<file path="config.mk">
export PLATFORM = sky130hd
export DESIGN_NAME = cin_autoalign_sync
export DESIGN_NICKNAME = d
export VERILOG_FILES = /design/src/rtl/cin_sync_pkg.sv /design/src/rtl/cin_slip_shift.sv /design/src/rtl/cin_autoalign_sync.sv
export SDC_FILE = /design/constraint.sdc
export NUM_CORES = 1
export LEC_CHECK = 0
export BUFFER_PORTS_ARGS = -buffer_cell sky130_fd_sc_hd__clkbuf_2
export CORE_ASPECT_RATIO = 0.7
export CORE_MARGIN = 3
export CORE_UTILIZATION = 57
export DETAILED_ROUTE_END_ITERATION = 10
export GPL_ROUTABILITY_DRIVEN = 0
export PLACE_DENSITY_LB_ADDON = 0.25
export SETUP_SLACK_MARGIN = 0.4
export SLEW_MARGIN = 20
export SYNTH_ARGS = -nofsm -noshare
export SYNTH_HDL_FRONTEND = slang
export SYNTH_SLANG_ARGS = --single-unit
</file>
<file path="constraint.sdc">
create_clock -name aclk_i -period 3.28 [get_ports aclk_i]
set_input_delay 0.164 -clock aclk_i [delete_from_list [all_inputs] [get_ports aclk_i]]
set_output_delay 0.164 -clock aclk_i [all_outputs]
set_load 0.01 [all_outputs]
</file>
<file path="src/rtl/cin_sync_pkg.sv">
// Shared types and width helpers for the cin auto-align block.
package cin_sync_pkg;

  typedef enum logic [2:0] {
    ST_IDLE   = 3'd0,
    ST_HUNT   = 3'd1,
    ST_SLIP   = 3'd2,
    ST_SETTLE = 3'd3,
    ST_LOCKED = 3'd4,
    ST_FAIL   = 3'd5
  } cin_state_e;

  localparam int unsigned BITERR_W = 16;

  // Slip counter must hold the value DIN_W (all positions exhausted).
  function automatic int unsigned slip_cnt_w(input int unsigned din_w);
    return $clog2(din_w) + 1;
  endfunction

endpackage

</file>
<file path="src/rtl/cin_slip_shift.sv">
// Bit-slip register: re-times each valid input beat by one cycle and delays
// the serial bit stream by a programmable 0..DIN_W-1 bit offset.
module cin_slip_shift #(
  parameter int unsigned DIN_W = 4
) (
  input  logic             aclk_i,
  input  logic             aclk_rst_i,
  input  logic [DIN_W-1:0] cin_i,
  input  logic             cin_valid_i,
  input  logic             slip_i,
  input  logic             clr_i,
  output logic [DIN_W-1:0] beat_o,
  output logic             beat_valid_o
);

  localparam int unsigned OFF_W = (DIN_W > 1) ? $clog2(DIN_W) : 1;
  localparam int unsigned SH_W  = OFF_W + 1;

  logic [OFF_W-1:0] off_q;
  logic [DIN_W-1:0] prev_q;
  logic [DIN_W-1:0] sel_beat;
  logic [SH_W-1:0]  prev_sh;

  // Offset k takes the low DIN_W-k bits of the current beat above the top k
  // bits of the previous beat; offset 0 shifts prev_q out entirely.
  always_comb begin
    prev_sh  = SH_W'(DIN_W) - SH_W'(off_q);
    sel_beat = (cin_i << off_q) | (prev_q >> prev_sh);
  end

  // Beat pipeline and slip offset register.
  always_ff @(posedge aclk_i or posedge aclk_rst_i) begin
    if (aclk_rst_i) begin
      off_q        <= '0;
      prev_q       <= '0;
      beat_o       <= '0;
      beat_valid_o <= 1'b0;
    end else begin
      beat_valid_o <= cin_valid_i;
      if (cin_valid_i) begin
        prev_q <= cin_i;
        beat_o <= sel_beat;
      end
      if (clr_i) begin
        off_q <= '0;
      end else if (slip_i) begin
        off_q <= (off_q == OFF_W'(DIN_W - 1)) ? '0 : off_q + 1'b1;
      end
    end
  end

endmodule

</file>
<file path="src/rtl/cin_autoalign_sync.sv">
// Automatic word aligner: hunts for TRAIN_SEQUENCE in the beat stream,
// slipping one bit at a time until found, then emits aligned words.
// Optional pre-lock pattern-error counter: define CIN_BITERR_CNT_EN.
module cin_autoalign_sync
  import cin_sync_pkg::*;
#(
  parameter int unsigned        DIN_W          = 4,
  parameter int unsigned        WORD_W         = 32,
  parameter logic [WORD_W-1:0]  TRAIN_SEQUENCE = 32'hA55A6996,
  parameter int unsigned        HUNT_WORDS     = 16,
  parameter int unsigned        SETTLE_CYC     = 8
) (
  input  logic                          aclk_i,
  input  logic                          aclk_rst_i,
  input  logic [DIN_W-1:0]              cin_i,
  input  logic                          cin_valid_i,
  input  logic                          align_start_i,
  input  logic                          lock_rst_i,
  input  logic                          capture_i,
  output logic                          locked_o,
  output logic                          fail_o,
  output logic [slip_cnt_w(DIN_W)-1:0]  slip_count_o,
  output logic [WORD_W-1:0]             parallel_o,
  output logic                          parallel_valid_o,
  output logic [BITERR_W-1:0]           biterr_count_o
);

  localparam int unsigned BEATS      = WORD_W / DIN_W;
  localparam int unsigned HIST_W     = WORD_W - DIN_W;
  localparam int unsigned HUNT_LIMIT = HUNT_WORDS * BEATS;
  localparam int unsigned HUNT_W     = $clog2(HUNT_LIMIT + 1);
  localparam int unsigned SETTLE_W   = (SETTLE_CYC > 1) ? $clog2(SETTLE_CYC + 1) : 1;
  localparam int unsigned BEAT_W     = (BEATS > 1) ? $clog2(BEATS) : 1;
  localparam int unsigned SLIP_W     = slip_cnt_w(DIN_W);

  cin_state_e state_q, state_d;

  logic [DIN_W-1:0]    ss_beat;
  logic                ss_valid;
  logic [HIST_W-1:0]   hist_q;
  logic [WORD_W-1:0]   window;
  logic                match;
  logic                word_evt;

  logic [HUNT_W-1:0]   hunt_cnt_q;
  logic [SETTLE_W-1:0] settle_cnt_q;
  logic [BEAT_W-1:0]   beat_cnt_q;

  logic                start_hunt;
  logic                slip;
  logic                hunt_clr;
  logic                match_hit;

  cin_slip_shift #(
    .DIN_W (DIN_W)
  ) u_slip (
    .aclk_i       (aclk_i),
    .aclk_rst_i   (aclk_rst_i),
    .cin_i        (cin_i),
    .cin_valid_i  (cin_valid_i),
    .slip_i       (slip),
    .clr_i        (start_hunt),
    .beat_o       (ss_beat),
    .beat_valid_o (ss_valid)
  );

  assign window   = {ss_beat, hist_q};
  assign match    = ss_valid && (window == TRAIN_SEQUENCE);
  assign word_evt = (state_q == ST_LOCKED) && ss_valid && !lock_rst_i &&
                    (beat_cnt_q == BEAT_W'(BEATS - 1));
  assign locked_o = (state_q == ST_LOCKED);
  assign fail_o   = (state_q == ST_FAIL);

  // State register.
  always_ff @(posedge aclk_i or posedge aclk_rst_i) begin
    if (aclk_rst_i) state_q <= ST_IDLE;
    else            state_q <= state_d;
  end

  // Next-state logic; lock reset beats a start request, which beats the FSM.
  always_comb begin
    state_d    = state_q;
    start_hunt = 1'b0;
    slip       = 1'b0;
    hunt_clr   = 1'b0;
    match_hit  = 1'b0;
    if (lock_rst_i) begin
      state_d = ST_IDLE;
    end else if (align_start_i && (state_q != ST_LOCKED)) begin
      state_d    = ST_HUNT;
      start_hunt = 1'b1;
    end else begin
      unique case (state_q)
        ST_IDLE:   state_d = ST_IDLE;
        ST_HUNT: begin
          if (match) begin
            state_d   = ST_LOCKED;
            match_hit = 1'b1;
          end else if (ss_valid && (hunt_cnt_q == HUNT_W'(HUNT_LIMIT - 1))) begin
            state_d = (slip_count_o == SLIP_W'(DIN_W)) ? ST_FAIL : ST_SLIP;
          end
        end
        ST_SLIP: begin
          slip    = 1'b1;
          state_d = ST_SETTLE;
        end
        ST_SETTLE: begin
          if (settle_cnt_q == SETTLE_W'(SETTLE_CYC - 1)) begin
            state_d  = ST_HUNT;
            hunt_clr = 1'b1;
          end
        end
        ST_LOCKED: state_d = ST_LOCKED;
        ST_FAIL:   state_d = ST_FAIL;
        default:   state_d = ST_IDLE;
      endcase
    end
  end

  // Beat history, alignment counters and word output register.
  always_ff @(posedge aclk_i or posedge aclk_rst_i) begin
    if (aclk_rst_i) begin
      hist_q           <= '0;
      hunt_cnt_q       <= '0;
      settle_cnt_q     <= '0;
      beat_cnt_q       <= '0;
      slip_count_o     <= '0;
      parallel_o       <= '0;
      parallel_valid_o <= 1'b0;
    end else begin
      if (ss_valid) hist_q <= window[WORD_W-1:DIN_W];

      if (start_hunt || hunt_clr)
        hunt_cnt_q <= '0;
      else if ((state_q == ST_HUNT) && ss_valid)
        hunt_cnt_q <= hunt_cnt_q + 1'b1;

      settle_cnt_q <= ((state_q == ST_SETTLE) && (state_d == ST_SETTLE)) ?
                      settle_cnt_q + 1'b1 : '0;

      if (lock_rst_i || start_hunt)
        slip_count_o <= '0;
      else if (slip)
        slip_count_o <= slip_count_o + 1'b1;

      if (match_hit || start_hunt || lock_rst_i)
        beat_cnt_q <= '0;
      else if ((state_q == ST_LOCKED) && ss_valid)
        beat_cnt_q <= (beat_cnt_q == BEAT_W'(BEATS - 1)) ? '0 : beat_cnt_q + 1'b1;

      parallel_valid_o <= word_evt;
      if (word_evt || capture_i) parallel_o <= window;
    end
  end

`ifdef CIN_BITERR_CNT_EN
  logic [DIN_W-1:0]    old_q;
  logic [BITERR_W-1:0] biterr_q;

  // old_q holds the beat that just aged out of the history, i.e. the beat
  // BEATS positions before the newest one.
  always_ff @(posedge aclk_i or posedge aclk_rst_i) begin
    if (aclk_rst_i) begin
      old_q    <= '0;
      biterr_q <= '0;
    end else begin
      if (ss_valid) old_q <= hist_q[DIN_W-1:0];
      if (lock_rst_i || start_hunt)
        biterr_q <= '0;
      else if ((state_q != ST_LOCKED) && ss_valid && (ss_beat != old_q) && (biterr_q != '1))
        biterr_q <= biterr_q + 1'b1;
    end
  end

  assign biterr_count_o = biterr_q;
`else
  assign biterr_count_o = '0;
`endif

endmodule

</file>
==> metrics.cfg, run 1 <==
[run_status]
status=completed

[detailed_routing]
ant_nets=0
firstDrtPassIters=4
drcViolationCount=0
routed_via_density=5.56
drt_wl_total_um=8230
wl_per_cell_um=16.6
vias=2762
drtIter0Drc=93

[min_path]
hp-class=in2reg

[final_layout]
drive_above_1_share_pct=34.6
fillers=576
final_core_util_pct=65.3
nets=412
diodes=0
layout.cells.non_filler=497
syn2layout_area_growth_pct=10.3

[die]
num_rows=26
die_y_um=79.3
die_area_sq_um=8780
die_w_um=111
start_util_pct=59.2
core_area_sq_um=7380
io_pins=64

[logic_synthesis]
ys_ff_latch=93
yosys_warnings=0
synthFlopType=dfrtp_1
synth_area_per_cell_sq_um=12.7
synthMuxAreaShare_pct=19.2
synth_adder_area_share_pct=2.29
synth_cells=345
ys_async_sr_fraction_pct=100
ys_seq_area_share_pct=53.2
synth-edff-count=0
synth-compound-area-share_pct=4.64
syn_area_sq_um=4370
yosys.area_share.simple_pct=12.8
ys_types=51
synth_top_family_by_area=multiplexers
yosys.area_share.xor_xnor_pct=2.20

[timing]
fin_ws_ns=0.910
finClkSkew_ns=0.0107
fin_crit_sh_pct=72.3
tns_ns=0
rsz0062_at_grt=false
slew_headroom_pct=46.5
setup-violations-final=0
hold_violations=0
max_freq_ghz=0.422
finalMaxSlewViolations=0
fin_crit_ns=2.37
tightest_slew_ns=0.802

[global_routing]
grt_pass1_vias=2687
antenna_found_initial=0
grt_pass1_wl_um=13400
gr-total-overflow=0
grt_max_degree=48
track_usage_pct=19.4

[cts]
clk_pin_slew_ns=0.09
htreeDepth=3
clock_latency_ns=0.36
cts_buffers=9
cts.sinks=93
cts_setup_buffers=0
cts_tree=built
cts_root_buffer=clkbuf_8
cts_buffer_depth=2

[worst_setup_path]
cp-start-kind=register
crit_chain=and4bb_4 -> and3_1 -> nor2_4 -> buf_4 -> mux2_2
crit_cells=5
r2r_slack_ns=0.91
slowest_delay_ns=0.62
crit_end=parallel_o[2]$_DFFE_PP0P_
crit_type=reg2reg
crit_buf_inv=1
arrival_ns=2.61
r2r-end=parallel_o[2]$_DFFE_PP0P_
critPathMaxFanout=19
reg2regPathDepth=5
startpoint=u_slip.beat_valid_o$_DFF_PP0_
required_ns=3.52
crit-reg2reg-launch=u_slip.beat_valid_o$_DFF_PP0_
crit_path_end_kind=register
crit_slowest_cell=dfrtp_1
critical-path-top-delay-family=simple AND/OR/NAND/NOR gates

[power_and_ir_drop]
power_density_nw_per_um2=599
irDropWorstVdd_mv=0.416
leakagePower_nw=2.07

[placed_design]
port_buffers=47
place_inst=480
place.detailed.hpwl_um=5900
dp_slack_ns=0.898

[flow_run]
maxCapViolations=0

## power breakdown
group          internal (mW)  total (mW)  switching [mW]
Combinational          0.297       0.529           0.232
Clock                  0.358       0.766           0.408
Sequential              1.38        1.59           0.214
## cell usage in the layout, fill, tap and decap left out, types with 2 or more instances in the layout
cell type    n
clkinv_4     2
and3_1       2
nand4_1      4
a32oi_1      2
o21a_1       2
a21oi_1      9
ha_1         8
nor4b_1      4
mux2i_1     12
nor3b_2      2
nand2_1     11
nand3_1      7
a32o_1       2
o21ai_1      2
nand4b_1     2
buf_4        4
nor3_1       8
conb_1      16
inv_1        9
dfrtp_1     93
nor2_1      24
nor3b_1      3
or4_1        2
clkinvlp_4   2
and4b_1      4
mux2_2      63
nor4b_2      2
xor2_1       4
nor4bb_1     4
clkbuf_8     9
clkbuf_2    47
a211oi_1     3
xnor2_1      7
## state kept, by name, summed over array words and instances, names as in the netlist, 2 cells and up
register,flops
slip_count_o,3
settle_cnt_q,4
u_slip.prev_q,4
u_slip.beat_o,4
beat_cnt_q,3
parallel_o,32
hunt_cnt_q,8
state_q,3
u_slip.off_q,2
hist_q,28
## kinds of logic after synthesis
kind of cell,Yosys count
XOR/XNOR,11
multiplexers,76
buffers and inverters,39
AO/OA/AOI/OAI,29
flip-flops,93
adder cells (fa/ha/maj),8
other,1
AND/OR/NAND/NOR,88
## metal layers
| layer | track usage, % | share of wire [%] |
|---|---|---|
| met1 | 28.1 | 50 |
| met4 | 6.15 | 0.91 |
| met2 | 28.9 | 45 |
| met3 | 4.80 | 3.9 |
| met5 | 0 | 0 |
## synthesized netlist by cell type, types with 6 or more instances
master / count / area (sq um)
xnor2_1: 7 / 61.3
nand2_1: 11 / 41.3
ha_1: 8 / 100
inv_1: 10 / 37.5
buf_4: 17 / 128
nand3_1: 7 / 35.0
dfrtp_1: 93 / 2330
a21oi_1: 9 / 45.0
nor3_1: 8 / 40.0
nor2_1: 24 / 90.1
mux2_2: 63 / 709
clkbuf_1: 6 / 22.5
mux2i_1: 12 / 120
## worst min path at each step
stage,startpoint,endpoint,slack (ns),cells after the start
final,cin_i[3],u_slip.prev_q[3]$_DFFE_PP0P_,0.06,2
after floorplan,cin_valid_i,u_slip.beat_valid_o$_DFF_PP0_,0.20,0
after detailed placement,aclk_rst_i,hunt_cnt_q[0]$_DFFE_PP0P_,0.32,2
after global routing,cin_i[3],u_slip.prev_q[3]$_DFFE_PP0P_,0.05,2
after CTS,cin_i[3],u_slip.prev_q[3]$_DFFE_PP0P_,0.05,2
after global placement,aclk_rst_i,hunt_cnt_q[0]$_DFFE_PP0P_,0.31,2
## final cells by class
| class | instances | area [sq um] | area share, % |
|---|---|---|---|
| inverter | 10 | 38.8 | 0.804 |
| clock inverter | 6 | 71.3 | 1.48 |
| sequential | 93 | 2330 | 48.3 |
| tap | 98 | 123 | 2.54 |
| clock buffer | 10 | 128 | 2.65 |
| multi-input combinational | 228 | 1860 | 38.6 |
| timing repair buffer | 52 | 275 | 5.71 |
## what timing repair did
| item | CTS | global route |
|---|---|---|
| gates resized for setup | 0 | 0 |
| hold buffers | 1 | 0 |
| hold endpoints to repair | 45 | 0 |
## metrics by stage
stage / total power [mW] / hold slack (ns) / cell area, sq um
floorplan: 1.92 / 0.195 / 4430
global placement: 2.12 / 0.312 / 4610
detailed placement: 2.15 / 0.317 / 4610
CTS: 2.91 / 0.0456 / 4820
global route: 3.03 / 0.0511 / 4820
finish: 2.89 / 0.0571 / 4820
Note: power is estimated with default switching activity, not from simulation.
==> run 2: changes to the inputs <==
--- a/config.mk
+++ b/config.mk
@@ -5,10 +5,11 @@
 export SDC_FILE = /design/constraint.sdc
 export NUM_CORES = 1
 export LEC_CHECK = 0
+export ABC_AREA = 1
 export BUFFER_PORTS_ARGS = -buffer_cell sky130_fd_sc_hd__clkbuf_2
 export CORE_ASPECT_RATIO = 0.7
 export CORE_MARGIN = 3
-export CORE_UTILIZATION = 57
+export CORE_UTILIZATION = 51
 export DETAILED_ROUTE_END_ITERATION = 10
 export GPL_ROUTABILITY_DRIVEN = 0
 export PLACE_DENSITY_LB_ADDON = 0.25
==> constraint.sdc (replaced) <==
create_clock -name aclk_i -period 2.15 [get_ports aclk_i]
set_input_delay 0.1075 -clock aclk_i [delete_from_list [all_inputs] [get_ports aclk_i]]
set_output_delay 0.1075 -clock aclk_i [all_outputs]
set_load 0.01 [all_outputs]
==> run 2 against run 1 <==
Compared with the run above: final area grew 4.5%; wire length grew 12%; synthesized cell count grew 42%; core utilization shrank 3.2 points; register-to-register slack lost 0.39 ns.
==> metrics.cfg, run 2 <==
[die]
core_area_sq_um=8110  ; was 7380 sq um
num_rows=27  ; was 26
die_y_um=83.7  ; was 79.3 um
start_util_pct=54.3  ; was 59.2%
die_w_um=117  ; was 111 um
die_area_sq_um=9800  ; was 8780 sq um
io_pins=64  ; unchanged

[detailed_routing]
met2_length_um=4080  ; was 3710 um
vias=3297  ; was 2,762
wl_per_cell_um=14.1  ; was 16.6 um
top_layer=met4  ; unchanged
ant_nets=0  ; unchanged
routed_via_density=5.04  ; was 5.56
wl_met1_um=4530  ; was 4120 um
firstDrtPassIters=4  ; unchanged
drcViolationCount=0  ; unchanged
wl_met3_um=505  ; was 324 um
drt_wl_total_um=9200  ; was 8230 um
drtIter0Drc=222  ; was 93

[timing]
fin_crit_sh_pct=75.9  ; was 72.3%
max_freq_ghz=0.613  ; was 0.422 GHz
finClkSkew_ns=0.00401  ; was 0.0107 ns
slew_headroom_pct=52.3  ; was 46.5%
finalMaxSlewViolations=0  ; unchanged
tns_ns=0  ; unchanged
hold_violations=0  ; unchanged
fin_ws_ns=0.518  ; was 0.910 ns
fin_crit_ns=1.63  ; was 2.37 ns
setup-violations-final=0  ; unchanged
rsz0062_at_grt=false  ; unchanged
tightest_slew_ns=0.713  ; was 0.802 ns

[global_routing]
grt_max_degree=43  ; was 48
track_usage_pct=19.6  ; was 19.4%
antenna_found_initial=0  ; unchanged
gr-total-overflow=0  ; unchanged
grt_pass1_vias=3092  ; was 2,687
grt_pass1_wl_um=15100  ; was 13,400 um

[power_and_ir_drop]
power.total_mw=4.46  ; was 2.89 mW
power_density_nw_per_um2=886  ; was 599 nW/um^2
irDropWorstVdd_mv=0.562  ; was 0.416 mV
leakagePower_nw=2.47  ; was 2.07 nW

[final_layout]
largest_registers=parallel_o: 32 flops, hist_q: 28 flops, hunt_cnt_q: 8 flops  ; unchanged
drive_above_1_share_pct=23.9  ; was 34.6%
fin_area_sq_um=5040  ; was 4820 sq um
fillers=721  ; was 576
syn2layout_area_growth_pct=14.5  ; was 10.3%
final_core_util_pct=62.1  ; was 65.3%
multi_input_area_sq_um=1650  ; was 1860 sq um
seq_area_sq_um=2330  ; about the same
diodes=0  ; unchanged
largest_register=parallel_o  ; unchanged
mostFrequentLayoutCell=dfrtp_1  ; unchanged
nets=566  ; was 412
largest_reg_flops=32  ; unchanged
final_cell_mix=91 x dfrtp_1, 85 x nand2_1, 65 x inv_1  ; was 93 x dfrtp_1, 63 x mux2_2, 47 x clkbuf_2

[logic_synthesis]
yosys_warnings=0  ; unchanged
synth_cells=491  ; was 345
ys_top_cells_by_area=dfrtp_1 53%, nand2_1 7.3%, inv_1 5.7%, o21ai_0 4.7%, a21oi_2 4.4%  ; was dfrtp_1 53%, mux2_2 16%, buf_4 2.9%, mux2i_1 2.7%, ha_1 2.3%
synth-edff-count=0  ; unchanged
ys_types=38  ; was 51
synth_area_per_cell_sq_um=8.96  ; was 12.7 sq um
yosysMostFrequentCell=dfrtp_1  ; unchanged
synthFlopType=dfrtp_1  ; unchanged
synth_top_area_cell=dfrtp_1  ; unchanged
ys_async_sr_fraction_pct=100  ; unchanged
yosys-top-cells-count=93 x dfrtp_1, 85 x nand2_1, 67 x inv_1, 44 x nor2_1, 41 x o21ai_0  ; was 93 x dfrtp_1, 63 x mux2_2, 24 x nor2_1, 17 x buf_4, 12 x mux2i_1
syn_area_sq_um=4400  ; was 4370 sq um
synth_top_area_share_pct=52.9  ; was 53.2%
ys_ff_latch=93  ; unchanged
ys_seq_area_share_pct=52.9  ; was 53.2%

[worst_setup_path]
arrival_ns=1.89  ; was 2.61 ns
crit_path_end_kind=register  ; unchanged
cp-start-kind=register  ; unchanged
required_ns=2.41  ; was 3.52 ns
crit_type=reg2reg  ; unchanged
critPathMaxFanout=5  ; was 19

[run_status]
status=completed  ; unchanged

[flow_run]
maxCapViolations=0  ; unchanged

[cts]
cts_tree=built  ; unchanged
cts.sinks=93  ; unchanged
clock_latency_ns=0.34  ; was 0.36 ns
clk_pin_slew_ns=0.06  ; was 0.09 ns
cts_buffer_depth=2  ; unchanged
cts_buffers=9  ; unchanged
cts_root_buffer=clkbuf_16  ; was clkbuf_8
htreeDepth=3  ; unchanged

[placed_design]
place.detailed.hpwl_um=6230  ; was 5900 um
placed_cell_area_sq_um=4630  ; was 4610 sq um
port_buffers=47  ; unchanged
dp_slack_ns=0.0975  ; was 0.898 ns

[min_path]
hp-class=in2reg  ; unchanged

==> run 2: per-stage QoR <==
stage	hold WS, ns	cells
after floorplan	0.139	506
after global placement	0.243	628
final	0.0219	654
after detailed placement	0.241	628
after CTS	0.0183	649
after global routing	0.0358	654
==> run 2: timing repair <==
item / CTS / global route
hold endpoints to repair: 32 / 0
hold buffers: 3 / 0
resized for setup: 2 / 7
pin swaps: 0 / 2
setup endpoints to repair: 36 / 42
setup buffers: 1 / 3
gates cloned: 1 / 2
==> run 2: cells by family (layout without fill, tap and decap cells) <==
logic type                 after synthesis  after routing  share of synthesized area, %
DFF                                     93             93                          52.9
other                                    1             16                        0.0852
xor gates and xnor gates                 4              4                         0.796
and+or+nand+nor                        184            187                          18.8
AOI/OAI and AO/OA                       99             99                          13.6
buffers and inverters                  102            146                          11.6
adders and majority gates                8              8                          2.27
==> run 2: layer usage <==
layer | up-vias | GRT usage (%)
met5 | - | 0
met4 | 0 | 4.27
met3 | 7 | 5.87
met2 | 85 | 28.5
met1 | 1563 | 29.1
li1 | 1642 | -
==> run 2: cell type report <==
class | instances | area share (%)
flip-flops and latches | 93 | 46.2
multi-input cells | 314 | 32.8
well taps | 101 | 2.51
repair buffers | 59 | 6.86
clock inverters | 4 | 0.894
clock buffers | 12 | 5.29
inverters | 71 | 5.37
==> run 2: path summary, 6_finish.rpt <==
kind	to	slack [ns]	cells past startpoint	from
setup reg to reg	hunt_cnt_q[7]$_DFFE_PP0P_	0.52	9	settle_cnt_q[0]$_DFF_PP0_
max in group asynchronous	u_slip.off_q[0]$_DFFE_PP0P_	1.04	4	aclk_rst_i
hold / removal	u_slip.prev_q[1]$_DFFE_PP0P_	0.02	3	cin_i[1]
min in group asynchronous	parallel_o[26]$_DFFE_PP0P_	0.43	3	aclk_rst_i
hold reg to reg	settle_cnt_q[0]$_DFF_PP0_	0.47	1	settle_cnt_q[0]$_DFF_PP0_
setup / recovery	hunt_cnt_q[7]$_DFFE_PP0P_	0.52	9	settle_cnt_q[0]$_DFF_PP0_
==> run 2: report_power, final <==
group | leakage, nW | internal (mW) | switching [mW]
clock network | 0.158 | 0.990 | 0.636
registers | 1.17 | 1.97 | 0.163
logic | 1.15 | 0.262 | 0.444
==> run 2: critical path, stage by stage, from the launching register on <==
cell and delay (ns):
dfrtp_1 0.40, ha_1 0.23, nand3b_1 0.11, nor2_1 0.07, o21ai_2 0.24, buf_4 0.18, inv_1 0.08, nor2_1 0.10
nand2_1 0.05, o21ai_1 0.09
